--- config.mk ---
export PLATFORM = sky130hd
export DESIGN_NAME = sram_like_port
export DESIGN_NICKNAME = d
export VERILOG_FILES = /design/src/rtl/sram_like_port.sv
export SDC_FILE = /design/constraint.sdc
export NUM_CORES = 1
export LEC_CHECK = 0
export ABC_AREA = 1
export CORE_MARGIN = 5
export CORE_UTILIZATION = 35
export CTS_CLUSTER_DIAMETER = 200
export DETAILED_ROUTE_END_ITERATION = 8
export PLACE_DENSITY = 0.75
export SLEW_MARGIN = 15
export SYNTH_ARGS = -nofsm -noshare
export SYNTH_HDL_FRONTEND = slang
export SYNTH_SLANG_ARGS = --single-unit
--- constraint.sdc ---
create_clock -name clk -period 1.9 [get_ports clk]
set_input_delay 0.285 -clock clk [delete_from_list [all_inputs] [get_ports clk]]
set_output_delay 0.285 -clock clk [all_outputs]
set_load 0.01 [all_outputs]
--- src/rtl/sram_like_port.sv ---
// sram_like_port
//   Memory-stage port: turns one pipeline stage's load/store (or fetch) op
//   into a request on an SRAM-like bus (req/addr_ok/data_ok), generates the
//   stage stall, captures read data and silently drops the responses of ops
//   that were flushed after their request had been accepted. Up to
//   MAX_OUTSTANDING accepted-but-unanswered requests (orphans included) may
//   be in flight; the bus answers them in order.
//
// Parameters
//   AW               address width
//   DW               data width (power of two, >= 32)
//   MAX_OUTSTANDING  accepted-but-unanswered request limit (>= 1)
//
// Ports
//   clk, rstn        clock, synchronous active-low reset
//   s_valid          stage holds a memory op
//   s_wr, s_size     op is a store / access size (00 byte, 01 half, 10 word)
//   s_addr, s_wdata  op address / store data
//   s_advance        stage register loads a new op this cycle
//   flush            kill the current op; its response is dropped
//   stall            stage must hold (combinational)
//   rdata_out        last captured own response data
//   rdata_valid      one-cycle pulse, rdata_out just updated
//   addr_err         one-cycle pulse, misaligned op rejected
//   req, wr, size    bus request / write / size
//   addr, wdata      bus address / write data
//   rdata            bus read data
//   addr_ok          bus accepted the request
//   data_ok          bus completed the oldest outstanding request
//
// Build option
//   SRAM_PORT_ALIGN_CHECK_EN: misaligned half/word ops are never issued;
//   they raise addr_err and complete immediately. Without it no alignment
//   check is done and addr_err is tied 0.

module sram_like_port #(
    parameter int unsigned AW              = 32,
    parameter int unsigned DW              = 32,
    parameter int unsigned MAX_OUTSTANDING = 2
) (
    input  logic          clk,
    input  logic          rstn,
    input  logic          s_valid,
    input  logic          s_wr,
    input  logic [1:0]    s_size,
    input  logic [AW-1:0] s_addr,
    input  logic [DW-1:0] s_wdata,
    input  logic          s_advance,
    input  logic          flush,
    output logic          stall,
    output logic [DW-1:0] rdata_out,
    output logic          rdata_valid,
    output logic          addr_err,
    output logic          req,
    output logic          wr,
    output logic [1:0]    size,
    output logic [AW-1:0] addr,
    output logic [DW-1:0] wdata,
    input  logic [DW-1:0] rdata,
    input  logic          addr_ok,
    input  logic          data_ok
);

    localparam int unsigned OW = $clog2(MAX_OUTSTANDING + 1);
    localparam logic [OW:0] MAX_O = MAX_OUTSTANDING[OW:0];

    typedef enum logic [1:0] {
        IDLE,
        REQ,
        WAIT
    } state_t;

    state_t        state;
    logic [OW-1:0] orphan_cnt;
    logic          done;
    logic          killed;     // flushed while its request was still being offered

    logic          own_data_ok;
    logic          orphan_ret;
    logic          orphan_new;
    logic          room;
    logic          misaligned;

    // Responses are in order: while orphans exist, data_ok belongs to them.
    assign own_data_ok = (state == WAIT) && data_ok && (orphan_cnt == '0);
    assign orphan_ret  = data_ok && (orphan_cnt != '0);

    // The own request becomes an orphan when it is accepted after a kill,
    // or when flushed while waiting (unless its own answer arrives now).
    assign orphan_new  = ((state == WAIT) && flush && !own_data_ok) ||
                         ((state == REQ) && addr_ok && (killed || flush));

    // In IDLE the outstanding count is just the orphans.
    assign room        = ({1'b0, orphan_cnt} < MAX_O);

    assign stall       = s_valid && !flush && !(done || own_data_ok);

`ifdef SRAM_PORT_ALIGN_CHECK_EN
    assign misaligned  = ((s_size == 2'b01) && s_addr[0]) ||
                         ((s_size == 2'b10) && (s_addr[1:0] != 2'b00));
`else
    assign misaligned  = 1'b0;
`endif

    always_ff @(posedge clk) begin
        if (!rstn) begin
            state       <= IDLE;
            orphan_cnt  <= '0;
            done        <= 1'b0;
            killed      <= 1'b0;
            req         <= 1'b0;
            wr          <= 1'b0;
            size        <= '0;
            addr        <= '0;
            wdata       <= '0;
            rdata_out   <= '0;
            rdata_valid <= 1'b0;
            addr_err    <= 1'b0;
        end else begin
            rdata_valid <= 1'b0;
            addr_err    <= 1'b0;

            // An orphan born and another retired in the same cycle cancel out.
            if (orphan_new && !orphan_ret) begin
                orphan_cnt <= orphan_cnt + OW'(1);
            end else if (!orphan_new && orphan_ret) begin
                orphan_cnt <= orphan_cnt - OW'(1);
            end

            if (flush || s_advance) begin
                done <= 1'b0;
            end

            case (state)
                IDLE: begin
                    if (s_valid && !done && !flush) begin
                        if (misaligned) begin
                            addr_err <= 1'b1;
                            done     <= !s_advance;
                        end else if (room) begin
                            state  <= REQ;
                            req    <= 1'b1;
                            wr     <= s_wr;
                            size   <= s_size;
                            addr   <= s_addr;
                            wdata  <= s_wdata;
                            killed <= 1'b0;
                        end
                    end
                end

                REQ: begin
                    // A request is never retracted; a kill only takes effect
                    // once the bus has accepted it.
                    if (flush) begin
                        killed <= 1'b1;
                    end
                    if (addr_ok) begin
                        req    <= 1'b0;
                        killed <= 1'b0;
                        state  <= (killed || flush) ? IDLE : WAIT;
                    end
                end

                WAIT: begin
                    if (own_data_ok) begin
                        state <= IDLE;
                        if (!flush) begin
                            rdata_out   <= rdata;
                            rdata_valid <= 1'b1;
                            done        <= !s_advance;
                        end
                    end else if (flush) begin
                        state <= IDLE;
                    end
                end

                default: state <= IDLE;
            endcase
        end
    end

endmodule

[Word-level counts from Yosys, hierarchy flattened]
Index checks and enable logic that the tools add are counted.
Word-level totals
  output and inout port bits: 103
  flip-flop bits (word level): 107
  bits of input ports: 106
Cells by class
  reduce and logical (&&, ||, !) cells: 35
  equal/unequal tests: 7
  bitwise operators: 1
  add/sub/neg operators: 2
  magnitude comparators: 1
  muxes and demuxes: 23
Operators with widths (number)
  $mux 2: 8
  $logic_and 1x1->1: 13
  $mux 1: 12
  $reduce_and 4->1: 3
  $reduce_and 3->1: 3
  $logic_not 1->1: 7
  $ne 2x2->1 const B: 3
  $ne 3x3->1 const B: 2
  $pmux 2 s3: 1
  $reduce_bool 2->1: 3
  $logic_not 2->1: 2
  $logic_or 1x1->1: 4
  $pmux 1 s2: 2
  $add 2x1->2 const B: 1
  $eq 2x1->1 const B: 1
  $eq 2x2->1 const B: 1
  $lt 2x2->1 const B: 1
  $sub 2x1->2 const B: 1
  $not 1->1: 1

[Depth between registers and ports, before layout]
  depth in word-level cells: 10
  gate-level depth with buffers: 10

[Worst setup path before layout]
Ideal clock, no wire load.
  path type: register to register
  from: register state[0]
  to: register orphan_cnt[1]
  required time: 1.787 ns
  setup slack: 0.441 ns
  period minus slack after synthesis: 1.459 ns
  arrival: 1.346 ns
  cell stages (with the launch flop): 10
  cells stage by stage: dfxtp_1 > inv_1 > nor2_1 > nand2_1 > o21ai_0 > ha_1 > a21oi_1 > o21ai_0 > nor2_1 > nor2_1
On the way
  longest elaborated chain between the ends: 9
  elaborated cells between the ends (all ways): 15
  classes of those cells: eq/ne: 2; mux: 1; reduce/logical: 12
Ends and longest elaborated chain
  start: declaration: line 73  | state_t state;
  start signal: assignment: line 161  | state <= (killed || flush) ? IDLE : WAIT;
  $eq 2x2->1: line 85, 90
  $logic_and 1x1->1 (2 in a row): line 85  | assign own_data_ok = (state == WAIT) && data_ok && (orphan_cnt == '0);
  $logic_not 1->1: line 90  | assign orphan_new = ((state == WAIT) && flush && !own_data_ok) ||
  $logic_and 1x1->1: line 90
  $logic_or 1x1->1 (*): line 90
  $logic_not 1->1: line 126  | end else if (!orphan_new && orphan_ret) begin
  $logic_and 1x1->1: line 126
  $reduce_bool 2->1 (no line)
  end signal: assignment: line 125  | orphan_cnt <= orphan_cnt + OW'(1);
  end signal: assignment: line 127  | orphan_cnt <= orphan_cnt - OW'(1);
  end: declaration: line 74  | logic [OW-1:0] orphan_cnt;
Every way passes the cells marked *; elsewhere a longest branch is shown, timed or not.
A chain may end at the register's enable or synchronous reset.

[Final worst setup path]
  from: register orphan_cnt[1]
  to: output port stall
On the way
  longest elaborated chain between the ends: 5
Ends and longest elaborated chain
  $logic_not 2->1: line 85
  $logic_and 1x1->1: line 85
  $logic_or 1x1->1: line 96  | assign stall = s_valid && !flush && !(done || own_data_ok);
  $logic_not 1->1: line 96
  $logic_and 1x1->1: line 96
  end: declaration: line 50  | output logic stall,
No other way between the ends.

==> impl_metrics.xml <==
<?xml version="1.0" encoding="UTF-8"?>
<metrics>
  <group name="timing">
    <metric name="maxClockFrequency" unit="MHz">587.9</metric>
    <metric name="timing.clock.skew" unit="ps">12.47</metric>
    <metric name="post-route-min-period" unit="ps">1701</metric>
    <metric name="rsz_0062_raised_after_global_routing" unit="">false</metric>
    <metric name="report.final.slew_viol_count" unit="">0</metric>
    <metric name="final-setup-viol-count" unit="">0</metric>
    <metric name="portion_of_the_clock_cycle_consumed_by_the_worst_path_in_the_final_layout" unit="%">89.52</metric>
    <metric name="final_hold_viol_count" unit="">0</metric>
    <metric name="maxSlewHeadroom" unit="%">57.62</metric>
    <metric name="worstMarginPinSlew" unit="ps">635.7</metric>
  </group>
  <group name="drt">
    <metric name="firstDrtPassIters" unit="">4</metric>
    <metric name="vias_per_cell" unit="">4.634</metric>
    <metric name="antenna_violating_nets_post_route" unit="">0</metric>
    <metric name="totalWireLength" unit="mm">11.81</metric>
    <metric name="drc_errors_left" unit="">0</metric>
    <metric name="wl_per_cell" unit="um">14.11</metric>
    <metric name="drt_iter0_drc" unit="">233</metric>
    <metric name="detailroute.via_count" unit="">3879</metric>
  </group>
  <group name="worst_setup_path">
    <metric name="reg2reg_setup_slack" unit="ps">250</metric>
    <metric name="cp_data_required_time" unit="ps">1620</metric>
    <metric name="critPathArrivalTime" unit="ps">1420</metric>
    <metric name="timing.rr.start" unit="">state[0]$_SDFFE_PN0P_</metric>
    <metric name="crit_path_max_fanout" unit="">4</metric>
    <metric name="crit_path_start_kind" unit="">flop</metric>
    <metric name="worst_setup_path_end_kind" unit="">primary output</metric>
    <metric name="timing.rr.end" unit="">orphan_cnt[1]$_SDFFE_PN0P_</metric>
    <metric name="ff2ff_path_depth" unit="">10</metric>
    <metric name="timing_worst_setup_path_type" unit="">flop to primary output</metric>
  </group>
  <group name="clock_tree">
    <metric name="tritoncts.num_buffers" unit="">9</metric>
    <metric name="clock_path_buffers" unit="">2</metric>
    <metric name="clk-insertion-delay-late" unit="ps">360</metric>
    <metric name="numClockSinks" unit="">107</metric>
    <metric name="htree_levels" unit="">3</metric>
    <metric name="cts_tree" unit="">yes</metric>
    <metric name="postCtsSetupBuffers" unit="">0</metric>
    <metric name="clkTransAtPathRegs" unit="ps">90</metric>
    <metric name="clk_root_buffer_cell" unit="">sky130_fd_sc_hd__clkbuf_8</metric>
  </group>
  <group name="place">
    <metric name="io_buffer_count" unit="">207</metric>
    <metric name="dpl.hpwl" unit="mm">8.609</metric>
    <metric name="gp_congestion" unit="">0.8315</metric>
    <metric name="postPlaceCellArea" unit="sq um">6066</metric>
  </group>
  <group name="power">
    <metric name="power_density" unit="nW/um^2">936.3</metric>
    <metric name="vdd.ir_drop.worst" unit="mV">0.4512</metric>
    <metric name="static_leakage" unit="nW">2.505</metric>
    <metric name="total_power_consumption" unit="W">0.005854</metric>
  </group>
  <group name="grt">
    <metric name="grt_pass1_wl" unit="mm">18.73</metric>
    <metric name="antenna_found_initial" unit="">0</metric>
    <metric name="groute.usage.overall" unit="%">17.41</metric>
    <metric name="gr-total-overflow" unit="">0</metric>
    <metric name="grt_pass1_vias" unit="">3928</metric>
    <metric name="grt_start_max_net_pins" unit="">68</metric>
  </group>
  <group name="yosys">
    <metric name="number_of_standard_cells_after_synthesis" unit="">497</metric>
    <metric name="post_synth_num_cell_types" unit="">24</metric>
    <metric name="synth_edf_count" unit="">0</metric>
    <metric name="post_synthesis_async_set_or_reset_flop_share" unit="%">0</metric>
    <metric name="post-synth-top-count-cell" unit="">sky130_fd_sc_hd__nor2_1</metric>
    <metric name="synthTopCellsByArea" unit="">sky130_fd_sc_hd__dfxtp_1 56%, sky130_fd_sc_hd__nor2_1 20%, sky130_fd_sc_hd__o21ai_0 8.2%, sky130_fd_sc_hd__o21ai_1 5.4%, sky130_fd_sc_hd__buf_6 1.8%</metric>
    <metric name="syn-num-nets" unit="">604</metric>
    <metric name="share_of_synthesized_area_occupied_by_flip_flops_and_latches" unit="%">55.51</metric>
    <metric name="yosys_register_bits" unit="">107</metric>
    <metric name="syn_avg_cell_area" unit="sq um">7.764</metric>
    <metric name="synth.cell_area" unit="sq um">3859</metric>
    <metric name="yosys.area.top_type_share" unit="%">55.51</metric>
    <metric name="top_cell_types_by_occurrence_after_synthesis" unit="">210 x sky130_fd_sc_hd__nor2_1, 107 x sky130_fd_sc_hd__dfxtp_1, 63 x sky130_fd_sc_hd__o21ai_0</metric>
    <metric name="synthDominantAreaCellType" unit="">sky130_fd_sc_hd__dfxtp_1</metric>
    <metric name="yosys_warning_count" unit="">0</metric>
    <metric name="synth_flop_cell" unit="">sky130_fd_sc_hd__dfxtp_1</metric>
  </group>
  <group name="floorplan">
    <metric name="row_count" unit="">38</metric>
    <metric name="floorplan.die_area" unit="sq um">13230</metric>
    <metric name="coreArea" unit="sq um">10840</metric>
    <metric name="die_h" unit="um">115</metric>
    <metric name="io_pins" unit="">209</metric>
    <metric name="die_w" unit="um">115</metric>
    <metric name="floorplan.initialDensity" unit="%">35.60</metric>
  </group>
  <group name="status">
    <metric name="status" unit="">finished, final reports clean</metric>
  </group>
  <group name="finish">
    <metric name="area_delta_synth_final" unit="%">62.03</metric>
    <metric name="n_fill_cell" unit="">983</metric>
    <metric name="antenna-diode-count" unit="">0</metric>
    <metric name="finish.instance_area" unit="sq um">6252</metric>
    <metric name="drive_above_1_share" unit="%">5.022</metric>
    <metric name="net_count_final" unit="">800</metric>
  </group>
  <group name="worst_hold_path">
    <metric name="hold_end" unit="">req$_SDFFE_PN0P_</metric>
    <metric name="hold_path_depth" unit="">2</metric>
    <metric name="worstHoldStart" unit="">req$_SDFFE_PN0P_</metric>
    <metric name="min_path_type" unit="">flop to flop</metric>
  </group>
  <group name="job">
    <metric name="cap_violations" unit="">0</metric>
  </group>
</metrics>
==> how the worst max path moves through the flow <==
stage                                from  slack [ps]                          to  cells past startpoint
2_1_floorplan       state[0]$_SDFFE_PN0P_         440  orphan_cnt[1]$_SDFFE_PN0P_                      9
3_3_place_gp                        flush          10  orphan_cnt[1]$_SDFFE_PN0P_                     10
3_5_place_dp                        flush         -20  orphan_cnt[1]$_SDFFE_PN0P_                     10
4_1_cts        orphan_cnt[1]$_SDFFE_PN0P_         180                       stall                      5
5_1_grt             state[0]$_SDFFE_PN0P_          30  orphan_cnt[1]$_SDFFE_PN0P_                     10
6_report       orphan_cnt[1]$_SDFFE_PN0P_         200                       stall                      5
==> per-layer routing <==
| layer | wire length (um) | vias to the layer above | global-route usage (%) |
|---|---|---|---|
| met4 | 165 | 0 | 6.103 |
| met5 | 0 | - | 0 |
| li1 | - | 1965 | - |
| met2 | 5748 | 131 | 29.78 |
| met1 | 4755 | 1771 | 20.03 |
| met3 | 1143 | 12 | 6.368 |
==> logic make-up after synthesis <==
| kind of cell | count (synthesis) | share of synthesized area, % |
|---|---|---|
| flip-flops | 107 | 55.51 |
| adder cells (fa/ha/maj) | 1 | 0.3242 |
| AO/OA/AOI/OAI | 109 | 14.23 |
| other | 1 | 0.09718 |
| AND/OR/NAND/NOR | 234 | 23.77 |
| buffers and inverters | 45 | 6.063 |
==> sequential cells by signal (all words and copies together), names as in the netlist <==
name         cells
wr               1
rdata_valid      1
wdata           32
state            2
done             1
orphan_cnt       2
killed           1
rdata_out       32
size             2
req              1
addr            32
==> area by class of cell <==
cell class,count,area [sq um],area share [%]
Multi-Input combinational cell,345,1483,23.71
Tap cell,140,175.2,2.802
Inverter,13,48.80,0.7805
Clock buffer,12,165.2,2.642
Sequential cell,107,2142,34.26
Clock inverter,3,22.52,0.3602
Timing Repair Buffer,217,2216,35.44
==> where the power goes <==
part / internal (W) / switching [W] / total, W
registers: 0.00256 / 0.000164 / 0.00273
logic: 0.000949 / 0.000859 / 0.00181
clock network: 0.000578 / 0.000743 / 0.00132
total: 0.00409 / 0.00177 / 0.00585
==> per-stage QoR <==
| stage | worst slack [ps] | hold slack, ps | utilization [%] | TNS [ps] | cells |
|---|---|---|---|---|---|
| after CTS | 181.0 | 458.8 | 57.68 | 0 | 837 |
| after detailed placement | -20.66 | 445.3 | 55.96 | -34.42 | 822 |
| after floorplan | 441.4 | 419.9 | - | 0 | 497 |
| after global placement | 11.31 | 437.8 | 55.96 | 0 | 822 |
| final | 199.1 | 454.2 | 57.68 | 0 | 837 |
| after global routing | 29.54 | 473.2 | 57.68 | 0 | 837 |
==> placed cells by master, fill, tap and decap left out, types with 3 or more instances in the layout <==
master and count:
sky130_fd_sc_hd__nor2_1 210, sky130_fd_sc_hd__a21oi_1 3, sky130_fd_sc_hd__buf_4 4, sky130_fd_sc_hd__clkinvlp_4 3, sky130_fd_sc_hd__dfxtp_1 107, sky130_fd_sc_hd__o21ai_1 42, sky130_fd_sc_hd__inv_1 11, sky130_fd_sc_hd__nand2_1 13
sky130_fd_sc_hd__buf_12 6, sky130_fd_sc_hd__o21ai_0 63, sky130_fd_sc_hd__clkdlybuf4s50_1 205, sky130_fd_sc_hd__clkbuf_8 12
==> worst max-delay path: stages (launching register included) <==
cell and delay, ps:
sky130_fd_sc_hd__dfxtp_1 340, sky130_fd_sc_hd__inv_1 120, sky130_fd_sc_hd__nand3_2 120, sky130_fd_sc_hd__nor2_1 140, sky130_fd_sc_hd__nor2_1 60, sky130_fd_sc_hd__dlygate4sd2_1 280
==> timing repair <==
| item | CTS | global route |
|---|---|---|
| hold buffers | 0 | 0 |
| endpoints found under the setup margin | 1 | 0 |
| resized for setup | 1 | 0 |
Note: power is estimated with default switching activity, not from simulation.
